===== config.mk =====
export PLATFORM = sky130hd
export DESIGN_NAME = digit_overlay
export DESIGN_NICKNAME = d
export VERILOG_FILES = /design/src/rtl/digit_overlay_pkg.sv /design/src/rtl/digit_overlay_glyph_addr_gen.sv /design/src/rtl/digit_overlay.sv
export SDC_FILE = /design/constraint.sdc
export NUM_CORES = 1
export LEC_CHECK = 0
export CAP_MARGIN = 0
export CORE_MARGIN = 1.5
export CORE_UTILIZATION = 48
export CTS_CLUSTER_SIZE = 12
export DETAILED_ROUTE_END_ITERATION = 8
export PLACE_DENSITY = 0.84
export SYNTH_ARGS = -nofsm -noshare
export SYNTH_HDL_FRONTEND = slang
export SYNTH_SLANG_ARGS = --single-unit
export TNS_END_PERCENT = 1

===== constraint.sdc =====
create_clock -name clk_i -period 3.13 [get_ports clk_i]
set_input_delay 0.4695 -clock clk_i [delete_from_list [all_inputs] [get_ports clk_i]]
set_output_delay 0.4695 -clock clk_i [all_outputs]
set_load 0.005 [all_outputs]

===== src/rtl/digit_overlay_pkg.sv =====
// Shared constants and types for the on-screen BCD digit overlay.
package digit_overlay_pkg;

  localparam int GLYPH_W  = 8;
  localparam int GLYPH_H  = 16;
  localparam int COLOR_W  = 6;
  localparam int H_ACTIVE = 640;
  localparam int V_ACTIVE = 480;

  typedef logic [COLOR_W-1:0] color_t;
  typedef logic [3:0]         bcd_t;

  localparam color_t COLOR_WHITE = 6'b111111;
  localparam color_t COLOR_BLACK = 6'b000000;

endpackage


===== src/rtl/digit_overlay_glyph_addr_gen.sv =====
// Raster position -> digit box membership, digit index and glyph column/row.
// Purely combinational; the caller registers the results.
module glyph_addr_gen
  import digit_overlay_pkg::*;
#(
  parameter int NUM_DIGITS = 3,
  parameter int ORIGIN_X   = 16,
  parameter int ORIGIN_Y   = 16,
  parameter int SCALE_LOG2 = 1
) (
  input  logic [9:0] hcount_i,
  input  logic [9:0] vcount_i,
  input  logic       video_on_i,
  output logic       in_box_o,
  output logic [9:0] didx_o,
  output logic [4:0] col_o,
  output logic [4:0] row_o
);

  localparam logic [9:0] X_LO = 10'(ORIGIN_X);
  localparam logic [9:0] X_HI = 10'(ORIGIN_X + NUM_DIGITS * (GLYPH_W << SCALE_LOG2));
  localparam logic [9:0] Y_LO = 10'(ORIGIN_Y);
  localparam logic [9:0] Y_HI = 10'(ORIGIN_Y + (GLYPH_H << SCALE_LOG2));
  localparam int         DIDX_SHIFT = $clog2(GLYPH_W) + SCALE_LOG2;

  logic [9:0] x_off;
  logic [9:0] y_off;

  // Coordinates left of / above the origin wrap to large offsets and fall out of the box.
  always_comb begin
    x_off    = hcount_i - X_LO;
    y_off    = vcount_i - Y_LO;
    in_box_o = video_on_i
               && (hcount_i >= X_LO) && (hcount_i < X_HI)
               && (vcount_i >= Y_LO) && (vcount_i < Y_HI)
               && (hcount_i < 10'(H_ACTIVE));
    didx_o   = x_off >> DIDX_SHIFT;
    col_o    = 5'((x_off >> SCALE_LOG2) & 10'd7);
    row_o    = 5'((y_off >> SCALE_LOG2) & 10'd15);
  end

endmodule


===== src/rtl/digit_overlay.sv =====
// Renders a latched BCD reading as glyphs over the background video stream.
// Two pipeline stages: address/blank decode, then colour compositing.
module digit_overlay
  import digit_overlay_pkg::*;
#(
  parameter int NUM_DIGITS    = 3,
  parameter int ORIGIN_X      = 16,
  parameter int ORIGIN_Y      = 16,
  parameter int SCALE_LOG2    = 1,
  parameter int BLANK_LEADING = 1,
  parameter int TRANSPARENT   = 1
) (
  input  logic                    clk_i,
  input  logic                    reset_i,
  input  logic [9:0]              hcount_i,
  input  logic [9:0]              vcount_i,
  input  logic                    video_on_i,
  input  logic                    hsync_in_i,
  input  logic                    vsync_in_i,
  input  color_t                  bg_pixel_i,
  input  logic [4*NUM_DIGITS-1:0] value_bcd_i,
  input  logic                    value_valid_i,
  output bcd_t                    glyph_digit_o,
  output logic [4:0]              glyph_col_o,
  output logic [4:0]              glyph_row_o,
  input  color_t                  glyph_data_i,
  output color_t                  pixel_out_o,
  output logic                    hsync_out_o,
  output logic                    vsync_out_o,
  output logic                    video_on_out_o
);

  localparam int VW = 4 * NUM_DIGITS;

  logic [VW-1:0] pending_q, pending_d, shadow_q, shadow_d;
  logic          pend_flag_q, pend_flag_d;
  bcd_t          digit_q, digit_d;
  logic [4:0]    col_q, row_q;
  logic          blank_q, blank_d;
  color_t        bg1_q;
  logic          hs1_q, vs1_q, von1_q;
  color_t        pixel_q, pixel_d;
  logic          hs2_q, vs2_q, von2_q;

  logic       in_box;
  logic [9:0] didx;
  logic [4:0] col, row;
  logic       latch;
  logic       lead_zero, zeros_so_far;

  glyph_addr_gen #(
    .NUM_DIGITS(NUM_DIGITS),
    .ORIGIN_X  (ORIGIN_X),
    .ORIGIN_Y  (ORIGIN_Y),
    .SCALE_LOG2(SCALE_LOG2)
  ) u_addr (
    .hcount_i  (hcount_i),
    .vcount_i  (vcount_i),
    .video_on_i(video_on_i),
    .in_box_o  (in_box),
    .didx_o    (didx),
    .col_o     (col),
    .row_o     (row)
  );

  // Shadow only moves on the first blanking line, so a frame never tears.
  always_comb begin
    latch       = (hcount_i == 10'd0) && (vcount_i == 10'(V_ACTIVE));
    shadow_d    = shadow_q;
    pending_d   = pending_q;
    pend_flag_d = pend_flag_q;
    if (latch && pend_flag_q) begin
      shadow_d    = pending_q;
      pend_flag_d = 1'b0;
    end
    if (value_valid_i) begin
      pending_d   = value_bcd_i;
      pend_flag_d = 1'b1;
    end
  end

  always_comb begin
    digit_d      = '0;
    lead_zero    = 1'b0;
    zeros_so_far = 1'b1;
    for (int i = 0; i < NUM_DIGITS; i++) begin
      zeros_so_far = zeros_so_far && (shadow_q[4*(NUM_DIGITS-1-i) +: 4] == 4'd0);
      if (didx == 10'(i)) begin
        digit_d   = shadow_q[4*(NUM_DIGITS-1-i) +: 4];
        lead_zero = zeros_so_far && (i < NUM_DIGITS - 1);
      end
    end
    blank_d = !in_box || (digit_d > 4'd9) || ((BLANK_LEADING != 0) && lead_zero);
  end

  always_comb begin
    pixel_d = COLOR_BLACK;
    if (von1_q) begin
      if (blank_q || ((TRANSPARENT != 0) && (glyph_data_i == COLOR_WHITE)))
        pixel_d = bg1_q;
      else
        pixel_d = glyph_data_i;
    end
  end

  always_ff @(posedge clk_i) begin
    if (reset_i) begin
      pending_q   <= '0;
      pend_flag_q <= 1'b0;
      shadow_q    <= '0;
      digit_q     <= '0;
      col_q       <= '0;
      row_q       <= '0;
      blank_q     <= 1'b0;
      bg1_q       <= '0;
      hs1_q       <= 1'b0;
      vs1_q       <= 1'b0;
      von1_q      <= 1'b0;
      pixel_q     <= '0;
      hs2_q       <= 1'b0;
      vs2_q       <= 1'b0;
      von2_q      <= 1'b0;
    end else begin
      pending_q   <= pending_d;
      pend_flag_q <= pend_flag_d;
      shadow_q    <= shadow_d;
      digit_q     <= digit_d;
      col_q       <= col;
      row_q       <= row;
      blank_q     <= blank_d;
      bg1_q       <= bg_pixel_i;
      hs1_q       <= hsync_in_i;
      vs1_q       <= vsync_in_i;
      von1_q      <= video_on_i;
      pixel_q     <= pixel_d;
      hs2_q       <= hs1_q;
      vs2_q       <= vs1_q;
      von2_q      <= von1_q;
    end
  end

  assign glyph_digit_o  = digit_q;
  assign glyph_col_o    = col_q;
  assign glyph_row_o    = row_q;
  assign pixel_out_o    = pixel_q;
  assign hsync_out_o    = hs2_q;
  assign vsync_out_o    = vs2_q;
  assign video_on_out_o = von2_q;

endmodule


==> results.py, run 1 <==
metrics = {
    "routing": {
        "drc": 0,
        "dr.pass1.iters": 4,
        "wl_per_cell_um": 14.2,
        "first_iter_violations": 85,
        "ant_nets": 0,
        "vias_per_cell": 5.42,
        "wl_um": 4600,
        "via_count": 1756,
    },
    "yosys": {
        "synth.distinct_cells": 38,
        "netlist_top_cells_area": "dfxtp_1 53%, mux2i_1 7.7%, nor2b_1 5.1%, nand4_1 4.2%, a21oi_1 3.8%",
        "synth_flop_cell": "dfxtp_1",
        "yosysSeqAreaShare": 0.526,
        "ys_seq_elements": 55,
        "synth_top_area_cell": "dfxtp_1",
        "syn_area_um2": 2090,
        "syn_avg_cell_area_um2": 10.0,
        "netlist_instances": 209,
        "synthArstFlopShare": 0,
        "synth_edf_count": 0,
        "yosysWarningCount": 0,
        "synth_top_area_share": 0.526,
    },
    "setup_path": {
        "cp.arrival_ps": 2280,
        "cp_max_fo": 12,
        "slowest_stage": "clkdlybuf4s50_1",
        "required_ps": 3330,
        "critical_path_buf_inv_count": 1,
        "path_class": "in -> reg",
        "critPathLaunchType": "input pin",
        "cp-end-kind": "flip-flop",
        "crit_chain": "clkdlybuf4s50_1 -> nor4b_1 -> nand4_1 -> o21ai_0 -> a21oi_1",
        "cpLargestDelayFamily": "simple AND/OR/NAND/NOR gates",
        "cpPeakStageDelay_ps": 500,
    },
    "clock_tree": {
        "cts.sinks": 55,
        "hold_buffers": 0,
        "insertion_delay_ps": 310,
        "clock_path_buffers": 2,
        "post_cts_buffers": 0,
        "clk_pin_slew_ps": 90,
        "numCtsBuffers": 5,
        "clockRootBuffer": "clkbuf_8",
        "cts_resized": 0,
        "cts_tree": "done",
        "cts_max_level": 2,
    },
    "power": {
        "finalPower_uw": 1370,
        "irDropWorstVdd_mv": 0.310,
        "p_per_area_nw_per_um2": 474,
        "leakagePower_uw": 0.00109,
    },
    "layout": {
        "diodes": 0,
        "multi_input_area_um2": 881,
        "fillers": 325,
        "drive_above_1_share": 0.0693,
        "regArea_um2": 1100,
        "nets": 323,
        "areaGrowthSynthToFinish_pct": 38.1,
    },
    "floorplan": {
        "start_util": 0.512,
        "io_pins": 73,
        "die_h_um": 69.0,
        "core_area_um2": 4090,
        "rows": 23,
        "die_x_um": 69.0,
        "design.die.area_um2": 4770,
    },
    "global_route": {
        "globalRoute.totalOverflow": 0,
        "first_global_vias": 1679,
        "grt_usage": 0.203,
        "grt_max_degree": 25,
        "antenna_found_initial": 0,
        "grt_pass1_wl_um": 7790,
    },
    "sta": {
        "rsz0062_at_grt": "no",
        "max_slew.worst_pin.slew_ps": 736,
        "fin_crit_ps": 2080,
        "timing.final.crit_share": 0.664,
        "fmax_mhz": 481,
        "timing.slew.headroom": 0.508,
        "finalSetupViolCount": 0,
        "fin_skew_ps": 7.14,
        "holdWs_ps": 431,
        "hold_violations": 0,
        "tns_ps": 0,
        "slew_viol_final": 0,
    },
    "status": {
        "outcome": "finished clean",
    },
    "hold_path": {
        "hp-class": "reg -> reg",
    },
    "run": {
        "drv_cap": 0,
    },
    "placed_design": {
        "io_buffers": 69,
        "hpwlAfterDp_um": 3290,
        "place_congestion": 0.855,
    },
}
## where the power goes
group	switching, µW	internal, µW
clock network	224	259
registers	12.2	725
logic	54.2	95.2
total	291	1080
## cells in the mapped netlist, types with 2 or more instances
library cell and count:
mux2_2 3, nor2_1 19, a21oi_1 16, a22oi_1 4, inv_1 4, nor4_1 2
o21ai_0 15, buf_2 2, nor3_1 4, buf_6 3, nand4_1 14, dfxtp_1 55
mux2i_1 16, clkbuf_1 8, nor4b_1 3, buf_4 3, nor2b_1 17
## final timing paths
kind,startpoint,to,slack (ps),cells past startpoint
setup / recovery,vcount_i[8],shadow_q[4],1050,5
hold / removal,bg1_q[4],pixel_out_o[4],430,2
setup reg to reg,pend_flag_q,shadow_q[4],1570,3
hold reg to reg,bg1_q[4],pixel_out_o[4],430,2
## layout make-up
| type | instances | area share |
|---|---|---|
| sequential | 55 | 0.381 |
| clock inverter | 2 | 0.0121 |
| clock buffer | 6 | 0.0286 |
| multi-input combinational | 135 | 0.305 |
| tap | 50 | 0.0216 |
| inverter | 4 | 0.00519 |
| timing repair buffer | 72 | 0.247 |
## through the flow
step                setup slack (ps)  utilization  instance area [µm²]  std cells
floorplan                       1580            -                 2100        211
global placement                 799        0.679                 2770        316
detailed placement               756        0.679                 2770        316
CTS                             1060        0.707                 2890        324
global route                     835        0.707                 2890        324
finish                          1050        0.707                 2890        324
## layout by cell type (no fill, tap or decap), types with 2 or more instances in the layout
cell	netlist	layout
nor4b_1	3	3
o21ai_0	15	15
nor2b_1	17	17
clkbuf_8	0	6
a22oi_1	4	4
nor4_1	2	2
dfxtp_1	55	55
nor2_1	19	19
nand4_1	14	14
buf_4	3	3
a21oi_1	16	16
mux2_2	3	3
clkdlybuf4s50_1	0	69
mux2i_1	16	16
conb_1	1	3
inv_1	4	4
nor3_1	4	4
## routing by layer
layer | vias to the layer above | share of wire | global-route usage
li1 | 865 | - | -
met3 | 7 | 0.064 | 0.0614
met5 | - | 0 | 0
met1 | 819 | 0.45 | 0.250
met4 | 0 | 0.014 | 0.0741
met2 | 65 | 0.47 | 0.334
## sequential cells by signal, indices dropped and copies added (netlist names)
signal	flops
bg1_q	6
blank_q	1
glyph_col_o	3
glyph_digit_o	4
glyph_row_o	4
hs1_q	1
hsync_out_o	1
pend_flag_q	1
pending_q	12
pixel_out_o	6
shadow_q	12
video_on_out_o	1
von1_q	1
vs1_q	1
vsync_out_o	1
## worst register-to-register path: cells and delay by family, from the launching register on
family	cells	cell delay (ps)
flip-flops	1	630
AND/OR/NAND/NOR	1	420
AO/OA/AOI/OAI	2	400
## cell families (layout without fill, tap and decap cells)
logic type,Yosys count,count (layout),share of synthesized area
and+or+nand+nor,71,71,0.203
DFF,55,55,0.526
AOI/OAI and AO/OA,40,40,0.110
buffers and inverters,21,84,0.0568
muxes,20,20,0.0980
other,1,3,0.00179
xor gates and xnor gates,1,1,0.00418
Power figures use the tool's default switching activity.
==> run 2, diff against run 1 <==
- CORE_UTILIZATION: 48 -> 40
- PLACE_DENSITY: 0.84 -> 0.75
- clock period: 3.13 -> 1.9 ns (I/O delays scaled with it)
==> run 2 against run 1 <==
- non-clock buffer count rose by 16
- routed wire length up 0.39%
- highest routed layer unchanged
- first-iteration DRC count is 62% lower
- flip-flop and latch count unchanged
- critical path type unchanged
- setup slack worse by 810 ps
- critical endpoint is now blank_q
- register-to-register slack got worse by 980 ps
- die area is 19% higher
==> results.py, run 2 (synthesis results as in run 1) <==
metrics = {
    "setup_path": {
        "required_ps": 2090,
        "cp.arrival_ps": 1840,
        "cp_max_fo": 9,
        "reg2reg_from": "shadow_q[5]",
        "cp-startpoint": "hcount_i[4]",
        "worstRegToRegCells": 4,
        "timing.rr.end": "blank_q",
        "crit_chain": "clkdlybuf4s50_1 -> buf_4 -> mux2_2 -> a22oi_1 -> a21oi_1 -> a221o_1",
        "critPathLaunchType": "input pin",
        "cpPeakStageDelay_ps": 460,
        "slowest_stage": "clkdlybuf4s50_1",
        "cp-end-kind": "flip-flop",
        "path_class": "in -> reg",
        "rrSetupSlack_ps": 590,
        "cpLargestDelayFamily": "buffers and inverters",
        "critical_path_buf_inv_count": 2,
    },
    "placed_design": {
        "place_inst": 352,
        "place_ws_ps": -58.2,
        "place_congestion": 0.801,
        "io_buffers": 69,
        "hpwlAfterDp_um": 3490,
    },
    "global_route": {
        "grt_pass1_wl_um": 7280,
        "grt_max_degree": 17,
        "first_global_vias": 1678,
        "grt_usage": 0.167,
        "antenna_found_initial": 0,
        "globalRoute.totalOverflow": 0,
    },
    "routing": {
        "via_count": 1747,
        "wl_um": 4610,
        "dr.pass1.iters": 4,
        "first_iter_violations": 32,
        "wl_per_cell_um": 12.8,
        "ant_nets": 0,
        "drc": 0,
        "vias_per_cell": 4.85,
    },
    "hold_path": {
        "hold_end": "pixel_out_o[4]",
        "min_path_cells": 2,
        "hp-class": "reg -> reg",
        "worstHoldStart": "bg1_q[4]",
    },
    "sta": {
        "hold_violations": 0,
        "finalWorstSetupSlack_ps": 244,
        "finalSetupViolCount": 0,
        "fin_crit_ps": 1660,
        "fin_skew_ps": 8.54,
        "fmax_mhz": 604,
        "slew_viol_final": 0,
        "timing.final.crit_share": 0.871,
        "rsz0062_at_grt": "no",
        "tns_ps": 0,
    },
    "floorplan": {
        "design.die.area_um2": 5680,
        "start_util": 0.412,
        "core_area_um2": 5070,
        "die_h_um": 75.3,
        "die_x_um": 75.3,
        "rows": 26,
        "io_pins": 73,
    },
    "layout": {
        "top_regs": "pending_q: 12 flops, shadow_q: 12 flops",
        "nets": 339,
        "diodes": 0,
        "areaGrowthSynthToFinish_pct": 43.9,
        "final_cells": 360,
        "final_cell_mix": "69 x clkdlybuf4s50_1, 55 x dfxtp_1, 19 x nor2_1, 19 x buf_4, 17 x nor2b_1",
        "drive_above_1_share": 0.117,
        "layout_commonest_cell": "clkdlybuf4s50_1",
    },
    "power": {
        "irDropWorstVdd_mv": 0.501,
        "finalPower_uw": 2130,
        "switching_share": 0.220,
        "p_per_area_nw_per_um2": 708,
        "comb_power_share": 0.126,
        "leakagePower_uw": 0.00116,
        "p_int_uw": 1660,
        "seqPwrFrac": 0.567,
        "switching_power_uw": 468,
        "clock_power_share": 0.307,
    },
    "clock_tree": {
        "clk_pin_slew_ps": 90,
        "cts_tree": "done",
        "cts_max_level": 2,
        "insertion_delay_ps": 300,
        "clockRootBuffer": "clkbuf_8",
        "cts.sinks": 55,
        "post_cts_buffers": 0,
        "clock_path_buffers": 2,
        "cts_resized": 0,
        "numCtsBuffers": 5,
        "hold_buffers": 0,
    },
    "run": {
        "drv_cap": 0,
    },
    "status": {
        "outcome": "finished clean",
    },
}
==> run 2: cell types whose count changed in the layout (fill, tap and decap cells not counted), sizes merged <==
cell,delta
clkbuf,+1
buf,+16
bufinv,-1
==> run 2: per-layer routing <==
metal,up-vias,track usage,share of wire
met2,61,0.279,0.46
met3,5,0.0463,0.083
li1,890,-,-
met4,0,0.0516,0.011
met1,791,0.211,0.45
met5,-,0,0
==> run 2: final cells by class <==
cell class | instances | area [µm²]
clock inverters | 1 | 8.76
inverters | 4 | 15.0
repair buffers | 88 | 833
fillers | 451 | 2060
multi-input cells | 135 | 881
flip-flops and latches | 55 | 1100
well taps | 70 | 87.6
clock buffers | 7 | 86.3
==> run 2: power by group through the flow <==
stage / sequential (µW) / clock, µW / combinational (µW)
CTS: 1210 / 675 / 271
global placement: 1230 / 0 / 266
global route: 1210 / 731 / 294
finish: 1210 / 654 / 269
detailed placement: 1240 / 0 / 269
floorplan: 1230 / 0 / 106
==> run 2: worst register-to-register path: stages, from the launching register on <==
cell and delay [ps]:
dfxtp_1 340, mux2_1 290, a22oi_1 180, a21oi_1 100
a221o_1 300
==> run 2: worst max path at each step <==
stage,to,slack (ps),depth (start not counted)
floorplan,blank_q,530,5
CTS,shadow_q[10],230,7
global route,shadow_q[10],150,7
detailed placement,blank_q,-60,6
finish,blank_q,240,6
global placement,pend_flag_q,-40,6
==> run 2: metrics by stage <==
step                instance area, µm²   util  hold slack (ps)
floorplan                         2100      -              357
global placement                  2920  0.575              417
detailed placement                2920  0.575              424
CTS                               3010  0.594              438
global route                      3010  0.594              467
finish                            3010  0.594              435
==> run 3, diff against run 2 <==
- CORE_ASPECT_RATIO: unset -> 0.6
==> run 3 against run 2 <==
- hold slack gained 4.5 ps
- sequential share of layout area grew 0.31 points
- total power grew 1.1%
- first-iteration DRC count grew 63%
- flip-flop and latch count is the same
- non-clock buffer count shrank 3
- utilization shrank 0.26 points
- register-to-register slack gained 20 ps
- critical endpoint unchanged
- largest cell class unchanged
- largest power group unchanged
==> results.py, run 3 (synthesis results as in run 1) <==
metrics = {
    "status": {
        "outcome": "finished clean",
    },
    "floorplan": {
        "io_pins": 73,
        "design.die.area_um2": 5690,
        "core_area_um2": 5050,
        "rows": 20,
        "start_util": 0.414,
        "die_x_um": 96.4,
        "die_h_um": 59.0,
    },
    "clock_tree": {
        "numCtsBuffers": 5,
        "clock_path_buffers": 2,
        "cts_tree": "done",
        "cts_max_level": 2,
        "clk_pin_slew_ps": 100,
        "clockRootBuffer": "clkbuf_8",
        "hold_buffers": 0,
        "cts_resized": 0,
        "post_cts_buffers": 0,
        "cts.sinks": 55,
        "insertion_delay_ps": 310,
    },
    "setup_path": {
        "slowest_stage": "clkdlybuf4s50_1",
        "cp-end-kind": "flip-flop",
        "critPathLaunchType": "input pin",
        "cp.arrival_ps": 1870,
        "critical_path_buf_inv_count": 2,
        "cpLargestDelayFamily": "buffers and inverters",
        "rrSetupSlack_ps": 610,
        "cp_max_fo": 9,
        "required_ps": 2110,
        "cpPeakStageDelay_ps": 460,
        "path_class": "in -> reg",
        "crit_chain": "clkdlybuf4s50_1 -> buf_4 -> mux2_2 -> a22oi_1 -> a21oi_1 -> a221o_1",
    },
    "global_route": {
        "grt_usage": 0.168,
        "grt_max_degree": 20,
        "antenna_found_initial": 0,
        "grt_pass1_wl_um": 7040,
        "first_global_vias": 1586,
        "globalRoute.totalOverflow": 0,
    },
    "layout": {
        "fin_area_um2": 2990,
        "final_cell_mix": "69 x clkdlybuf4s50_1, 55 x dfxtp_1, 19 x nor2_1",
        "drive_above_1_share": 0.111,
        "layout_commonest_cell": "clkdlybuf4s50_1",
        "fillers": 436,
        "areaGrowthSynthToFinish_pct": 42.7,
        "nets": 336,
        "diodes": 0,
        "top_regs": "pending_q: 12 flops, shadow_q: 12 flops",
        "multi_input_area_um2": 881,
        "regArea_um2": 1100,
    },
    "power": {
        "leakagePower_uw": 0.00115,
        "switching_power_uw": 517,
        "irDropWorstVdd_mv": 0.465,
        "comb_power_share": 0.125,
        "p_int_uw": 1640,
        "clock_power_share": 0.314,
        "seqPwrFrac": 0.561,
        "finalPower_uw": 2160,
        "p_per_area_nw_per_um2": 721,
        "switching_share": 0.240,
    },
    "routing": {
        "ant_nets": 0,
        "dr.pass1.iters": 4,
        "via_count": 1719,
        "drc": 0,
        "vias_per_cell": 4.87,
        "wl_per_cell_um": 13.3,
        "wl_um": 4680,
        "first_iter_violations": 52,
    },
    "run": {
        "drv_cap": 0,
    },
    "sta": {
        "fin_skew_ps": 5.27,
        "slew_viol_final": 0,
        "fmax_mhz": 603,
        "rsz0062_at_grt": "no",
        "finalWorstSetupSlack_ps": 242,
        "fin_crit_ps": 1660,
        "hold_violations": 0,
        "finalSetupViolCount": 0,
        "holdWs_ps": 439,
        "tns_ps": 0,
        "timing.final.crit_share": 0.873,
    },
    "placed_design": {
        "io_buffers": 69,
        "hpwlAfterDp_um": 3580,
        "place_ws_ps": -81.8,
        "place_congestion": 0.855,
        "placed_cell_area_um2": 2890,
    },
    "hold_path": {
        "hp-class": "reg -> reg",
    },
}
-- run 3: tightest hold or removal path, stage by stage (launching register included) --
cell	delay [ps]
dfxtp_1	310
inv_1	40
a21oi_1	50
-- run 3: metal layers --
layer / track usage / wire, µm / vias to the layer above
li1: - / - / 883
met1: 0.224 / 2340 / 774
met2: 0.244 / 1950 / 60
met3: 0.0731 / 361 / 2
met4: 0.0559 / 34 / 0
met5: 0 / 0 / -
-- run 3: power groups by stage --
stage / logic, µW / clock network [µW] / registers [µW]
2_1_floorplan: 106 / 0 / 1230
3_3_place_gp: 266 / 0 / 1240
3_5_place_dp: 269 / 0 / 1240
4_1_cts: 271 / 700 / 1210
5_1_grt: 291 / 742 / 1210
6_report: 270 / 676 / 1210
-- run 3: through the flow --
step,instances,util
finish,353,0.591
global route,353,0.591
CTS,353,0.591
detailed placement,345,0.572
global placement,345,0.572
floorplan,211,-
-- run 3: final timing paths --
kind                                  start        endpoint  depth (start not counted)
worst max-delay path            hcount_i[4]         blank_q                          6
worst min-delay path               bg1_q[2]  pixel_out_o[2]                          2
worst max register to register  shadow_q[5]         blank_q                          4
worst min register to register     bg1_q[2]  pixel_out_o[2]                          2
-- run 3: area by class of cell --
type | instances | share of cell area
clock buffers | 5 | 0.0230
clock inverters | 3 | 0.00963
inverters | 4 | 0.00503
multi-input cells | 135 | 0.295
flip-flops and latches | 55 | 0.369
well taps | 66 | 0.0276
repair buffers | 85 | 0.271
